===== config.mk =====
export PLATFORM = sky130hd
export DESIGN_NAME = wave_addr_gen
export DESIGN_NICKNAME = d
export VERILOG_FILES = /design/src/rtl/wave_gen_pkg.sv /design/src/rtl/wag_pulse_sync.sv /design/src/rtl/wave_addr_gen.sv
export SDC_FILE = /design/constraint.sdc
export NUM_CORES = 1
export LEC_CHECK = 0
export CORE_MARGIN = 4
export CORE_UTILIZATION = 35
export DETAILED_ROUTE_END_ITERATION = 8
export PLACE_DENSITY = 0.59
export SYNTH_ARGS = -nofsm -noshare
export SYNTH_HDL_FRONTEND = slang
export SYNTH_SLANG_ARGS = --single-unit

===== constraint.sdc =====
create_clock -name clk -period 3.7 [get_ports clk]
set_input_delay 0.555 -clock clk [delete_from_list [all_inputs] [get_ports clk]]
set_output_delay 0.555 -clock clk [all_outputs]
set_load 0.01 [all_outputs]

===== src/rtl/wave_gen_pkg.sv =====
// Shared mode encodings and default widths for the waveform address generator.
package wave_gen_pkg;

  localparam int unsigned MODE_W       = 3;
  localparam logic [MODE_W-1:0] MODE_SINE = 3'b010;
  localparam logic [MODE_W-1:0] MODE_555  = 3'b001;

  localparam int unsigned ADDR_W_DEF   = 10;
  localparam int unsigned FACTOR_W_DEF = 16;

endpackage


===== src/rtl/wag_pulse_sync.sv =====
// Synchroniser for the asynchronous 555 pulse plus a rising-edge detector.
// The edge register always tracks the synchronised level, so a mode switch never sees a stale edge.
module wag_pulse_sync #(
  parameter int unsigned SYNC_STAGES = 2
) (
  input  logic clk,
  input  logic rst_n,
  input  logic din,
  output logic level,
  output logic rise
);

  logic [SYNC_STAGES-1:0] r_sync;
  logic                   r_edge;

  always_ff @(posedge clk or negedge rst_n) begin
    if (!rst_n) begin
      r_sync <= '0;
      r_edge <= 1'b0;
    end else begin
      r_sync <= {r_sync[SYNC_STAGES-2:0], din};
      r_edge <= r_sync[SYNC_STAGES-1];
    end
  end

  assign level = r_sync[SYNC_STAGES-1];
  assign rise  = r_sync[SYNC_STAGES-1] & ~r_edge;

endmodule


===== src/rtl/wave_addr_gen.sv =====
// Waveform LUT address generator: advances on a programmable divider tick or on 555 pulse edges.
// Define WAG_STEP_EN to add the `step` port (address increment = step instead of 1).
module wave_addr_gen
  import wave_gen_pkg::*;
#(
  parameter int unsigned ADDR_W      = ADDR_W_DEF,
  parameter int unsigned FACTOR_W    = FACTOR_W_DEF,
  parameter int unsigned FACTOR_RST  = 2,
  parameter int unsigned SYNC_STAGES = 2
) (
  input  logic                clk,
  input  logic                rst_n,
  input  logic [MODE_W-1:0]   mode,
  input  logic                factor_wr,
  input  logic [FACTOR_W-1:0] factor,
  input  logic                ext_pulse,
  input  logic                addr_clr,
`ifdef WAG_STEP_EN
  input  logic [ADDR_W-1:0]   step,
`endif
  output logic [ADDR_W-1:0]   addr,
  output logic                tick,
  output logic                wrap,
  output logic [FACTOR_W-1:0] factor_active
);

  logic [FACTOR_W-1:0] r_div_cnt;
  logic [FACTOR_W-1:0] r_factor_pend;
  logic [FACTOR_W-1:0] r_factor_active;
  logic [ADDR_W-1:0]   r_addr;
  logic                r_tick;
  logic                r_wrap;

  logic                w_level;
  logic                w_rise;
  logic                w_is_sine;
  logic                w_is_ext;
  logic                w_boundary;
  logic                w_ext_evt;
  logic                w_adv;
  logic [ADDR_W-1:0]   w_inc;
  logic [ADDR_W:0]     w_sum;

  wag_pulse_sync #(
    .SYNC_STAGES(SYNC_STAGES)
  ) u_pulse_sync (
    .clk  (clk),
    .rst_n(rst_n),
    .din  (ext_pulse),
    .level(w_level),
    .rise (w_rise)
  );

  assign w_is_sine  = (mode == MODE_SINE);
  assign w_is_ext   = (mode == MODE_555);
  assign w_boundary = w_is_sine && (r_div_cnt == (r_factor_active - FACTOR_W'(1)));
  assign w_ext_evt  = w_is_ext && w_rise && w_level;
  assign w_adv      = w_boundary || w_ext_evt;

`ifdef WAG_STEP_EN
  assign w_inc = step;
`else
  assign w_inc = ADDR_W'(1);
`endif

  // Carry bit of the sum is the wrap indication.
  assign w_sum = {1'b0, r_addr} + {1'b0, w_inc};

  // Divider and factor hand-over; outside sine mode the counter idles at 0.
  always_ff @(posedge clk or negedge rst_n) begin
    if (!rst_n) begin
      r_div_cnt       <= '0;
      r_factor_pend   <= FACTOR_W'(FACTOR_RST);
      r_factor_active <= FACTOR_W'(FACTOR_RST);
    end else begin
      if (w_is_sine && !w_boundary) begin
        r_div_cnt <= r_div_cnt + FACTOR_W'(1);
      end else begin
        r_div_cnt <= '0;
      end
      if (factor_wr && (factor != '0)) begin
        r_factor_pend <= factor;
      end
      if (!w_is_sine || w_boundary) begin
        r_factor_active <= r_factor_pend;
      end
    end
  end

  // Address register; a clear overrides any advance in the same cycle.
  always_ff @(posedge clk or negedge rst_n) begin
    if (!rst_n) begin
      r_addr <= '0;
      r_tick <= 1'b0;
      r_wrap <= 1'b0;
    end else if (addr_clr) begin
      r_addr <= '0;
      r_tick <= 1'b0;
      r_wrap <= 1'b0;
    end else if (w_adv) begin
      r_addr <= w_sum[ADDR_W-1:0];
      r_tick <= 1'b1;
      r_wrap <= w_sum[ADDR_W];
    end else begin
      r_tick <= 1'b0;
      r_wrap <= 1'b0;
    end
  end

  assign addr          = r_addr;
  assign tick          = r_tick;
  assign wrap          = r_wrap;
  assign factor_active = r_factor_active;

endmodule


==> summary.txt <==
Clocking
  • Clk Latency, worst-skew pair: approximately 0.34 ns
  • Post-CTS resize count: 0
  • Root buffer cell: clkbuf_8
  • Bufs on Longest Clock Path: 2
  • Total setup buffers inserted after CTS: 0
  • Worst-path clk slew: around 0.070 ns
  • CTS sink count: 63
  • Hold Buf Count CTS: 0
  • TritonCTS Buffers: 9
  • H-tree Lvls: 3
  • CTS tree: yes

Power and ir drop
  • Sw Ratio: 0.259
  • Cell Int Power: 1.17 mW
  • Pleak: 1.59 nW
  • Seq pwr share: 0.497
  • Comb power frac: 0.144
  • Peak VDD IR: 0.191 mV
  • NetSw: about 410 uW
  • Clk network pwr share: 0.358
  • Pwr Density: 392 nW/um^2
  • Pwr Total: 1.58 mW

Finish
  • Area Growth Syn to Fin: 25.1%
  • Post-route core utilization: 0.456
  • Diodes inserted: 0
  • Share of layout cells above drive strength 1: 0.187
  • Layout Nets: 380
  • Final Cell Area: 4040 um^2

Synth
  • Most used flip-flop cell after synthesis: dfrtp_1
  • Post-Syn Instances: 297
  • Sequential area share after synthesis: 0.490
  • Net Count, Synth: 324
  • Synth warn: 0
  • Mapped Area: between 3000 and 4000 um^2
  • Syn Area/Cell: 10.9 um^2
  • Post-synth EDFFs: 0
  • Ys async rst share: 1.00
  • Unique cell type count in the Yosys netlist: 54
  • #FFs+latches synth: 63

STA
  • Worst-margin pin slew: about 0.8 ns
  • RSZ-0062 raised after global routing: no
  • Fin. Hold Viols: 0
  • Setup TNS: 0 ns
  • Final setup vio count: 0
  • Tcrit/Tclk final: 0.929
  • Final worst setup slack: 0.262 ns
  • Min Tclk post-route: 3.44 ns
  • Pins over their slew limit: 0
  • Max Clk Rate: 0.291 GHz
  • Skew final: 0.0105 ns
  • Worst rel slew slack: 0.473

Worst setup path
  • Critical Path AT: 3.69 ns
  • Worst EP required: 3.95 ns
  • RR Endpoint: addr[5]$_DFFE_PN0P_
  • Worst r2r src: factor_active[0]$_DFFE_PN0N_
  • Kind of critical path: flop to flop
  • Crit path capture: addr[5]$_DFFE_PN0P_
  • R2R depth: 11
  • Startpoint Class: flop
  • Crit path launch: factor_active[0]$_DFFE_PN0N_
  • Crit end category: flop
  • Internal reg-to-reg setup slack: 0.26 ns
  • CP max FO: 11

GRT
  • First-pass GRT wire length: 12,200 um
  • Initial antenna violation count: 0
  • GR Layer Usage met3: 0.0360
  • GRT Total Usage: 0.138
  • Met1 Track Usage GR: 0.187
  • Busiest grt layer: met2
  • Largest net degree at the start of global routing: 64
  • Grt ovf: 0
  • Vias in the first global route: 2,436
  • Met2 Use GR: 0.209

Placed design
  • Detailed placer's ending HPWL: 5080 um
  • Placed inst area: 3850 um^2
  • Final GP Congestion: 0.825
  • Setup WS pre-CTS: roughly 0.25 ns
  • Port Buffers: between 50 and 60

Die
  • IO Pins: 52
  • FP Rows: 34
  • Core Area: 8850 um^2
  • Die Y: 104 um
  • Die area: 10,800 um^2
  • Initial Util: 0.365
  • Die X: 104 um

Outcome
  • Status: finished clean

Detailed routing
  • TritonRoute pass-1 iters: 4
  • Final ANT Viol Nets: 0
  • Vias: 2,391
  • # DRC: 0
  • Iteration-0 DRC Markers: 93
  • WL/cell: about 15 um
  • Post-Route WL: 6910 um
  • Via/cell ratio: just over 5

Job
  • Max cap viols: 0

Worst hold path
  • Hold crit path type: flop to flop
-- synth_stat cells (all sizes together) (7+ instances only) --
library cell,n,area share
a21oi,9,0.014
and3,8,0.016
clkbuf,7,0.0081
dfrtp,61,0.47
inv,8,0.0093
mux2,30,0.10
nand2,16,0.019
nand3,15,0.023
nor2,27,0.031
o21ai,13,0.021
or3,8,0.016
xnor2,23,0.062
xor2,12,0.033
-- through the flow --
stage	hold WS [ns]	cells
4_1_cts	0.360	466
3_3_place_gp	0.342	450
3_5_place_dp	0.336	450
6_report	0.358	466
5_1_grt	0.371	466
2_1_floorplan	0.259	297
-- layer usage --
layer,vias to the layer above,routed length (um)
met5,-,0
met4,0,150
met3,9,318
met2,50,3180
met1,1162,3260
li1,1170,-
-- power groups by stage --
| stage | combinational [mW] | clock [mW] | sequential, mW |
|---|---|---|---|
| after floorplan | 0.128 | 0 | 0.788 |
| final | 0.229 | 0.567 | 0.788 |
| after detailed placement | 0.231 | 0 | 0.802 |
| after global routing | 0.253 | 0.620 | 0.798 |
| after CTS | 0.233 | 0.587 | 0.789 |
| after global placement | 0.230 | 0 | 0.800 |
-- cell usage in the layout (no fill, tap or decap), types with 2 or more instances in the layout --
master            n
a21oi_1           9
and3_1            7
buf_4             6
clkbuf_8          9
clkdlybuf4s50_1  50
clkinv_2          3
dfrtp_1          61
dfstp_2           2
ha_1              3
inv_1             8
mux2_2           30
nand2_1          16
nand2b_1          2
nand3_1          15
nand3b_1          3
nand4_1           4
nor2_1           27
nor2b_1           2
nor3_1            5
nor4_1            5
o21ai_0          12
or3_1             8
xnor2_1          23
xor2_1           12
-- sequential cells by signal, summed over array words and instances, names as in the netlist --
signal	count
r_div_cnt	16
u_pulse_sync.r_sync	2
r_factor_pend	16
u_pulse_sync.r_edge	1
factor_active	16
wrap	1
addr	10
tick	1
-- critical path: stages (launching register included) --
cell and delay [ns]:
dfrtp_1 0.42, inv_1 0.09, ha_1 0.23, or4b_4 0.51
nor3b_2 0.28, mux2_2 0.37, a31o_2 0.19, a32o_1 0.23
o32a_1 0.33, buf_4 0.18, or3_1 0.35, a21oi_1 0.17
-- layout make-up --
type	instances	area [um^2]
Tap cell	108	135
Multi-Input combinational cell	214	1550
Clock buffer	10	128
Sequential cell	63	1580
Timing Repair Buffer	57	551
Fill cell	851	4810
Inverter	8	30.0
Clock inverter	6	61.3
-- cells by family (layout without fill, tap and decap cells) --
group	Yosys count	count (layout)	share of synthesized area
AOI/OAI and AO/OA	36	36	0.0733
xor gates and xnor gates	35	35	0.0950
adders and majority gates	3	3	0.0116
buffers and inverters	20	81	0.0291
DFF	63	63	0.490
muxes	31	31	0.108
and+or+nand+nor	109	109	0.194
-- how the worst min path moves through the flow --
stage	slack (ns)	from	cells after the start	to
after detailed placement	0.34	u_pulse_sync.r_sync[0]$_DFF_PN0_	0	u_pulse_sync.r_sync[1]$_DFF_PN0_
after floorplan	0.26	rst_n	0	addr[0]$_DFFE_PN0P_
after global routing	0.37	u_pulse_sync.r_sync[0]$_DFF_PN0_	0	u_pulse_sync.r_sync[1]$_DFF_PN0_
after CTS	0.36	u_pulse_sync.r_sync[0]$_DFF_PN0_	0	u_pulse_sync.r_sync[1]$_DFF_PN0_
final	0.36	u_pulse_sync.r_sync[0]$_DFF_PN0_	0	u_pulse_sync.r_sync[1]$_DFF_PN0_
after global placement	0.34	u_pulse_sync.r_sync[0]$_DFF_PN0_	0	u_pulse_sync.r_sync[1]$_DFF_PN0_
Note: power is estimated with default switching activity, not from simulation.
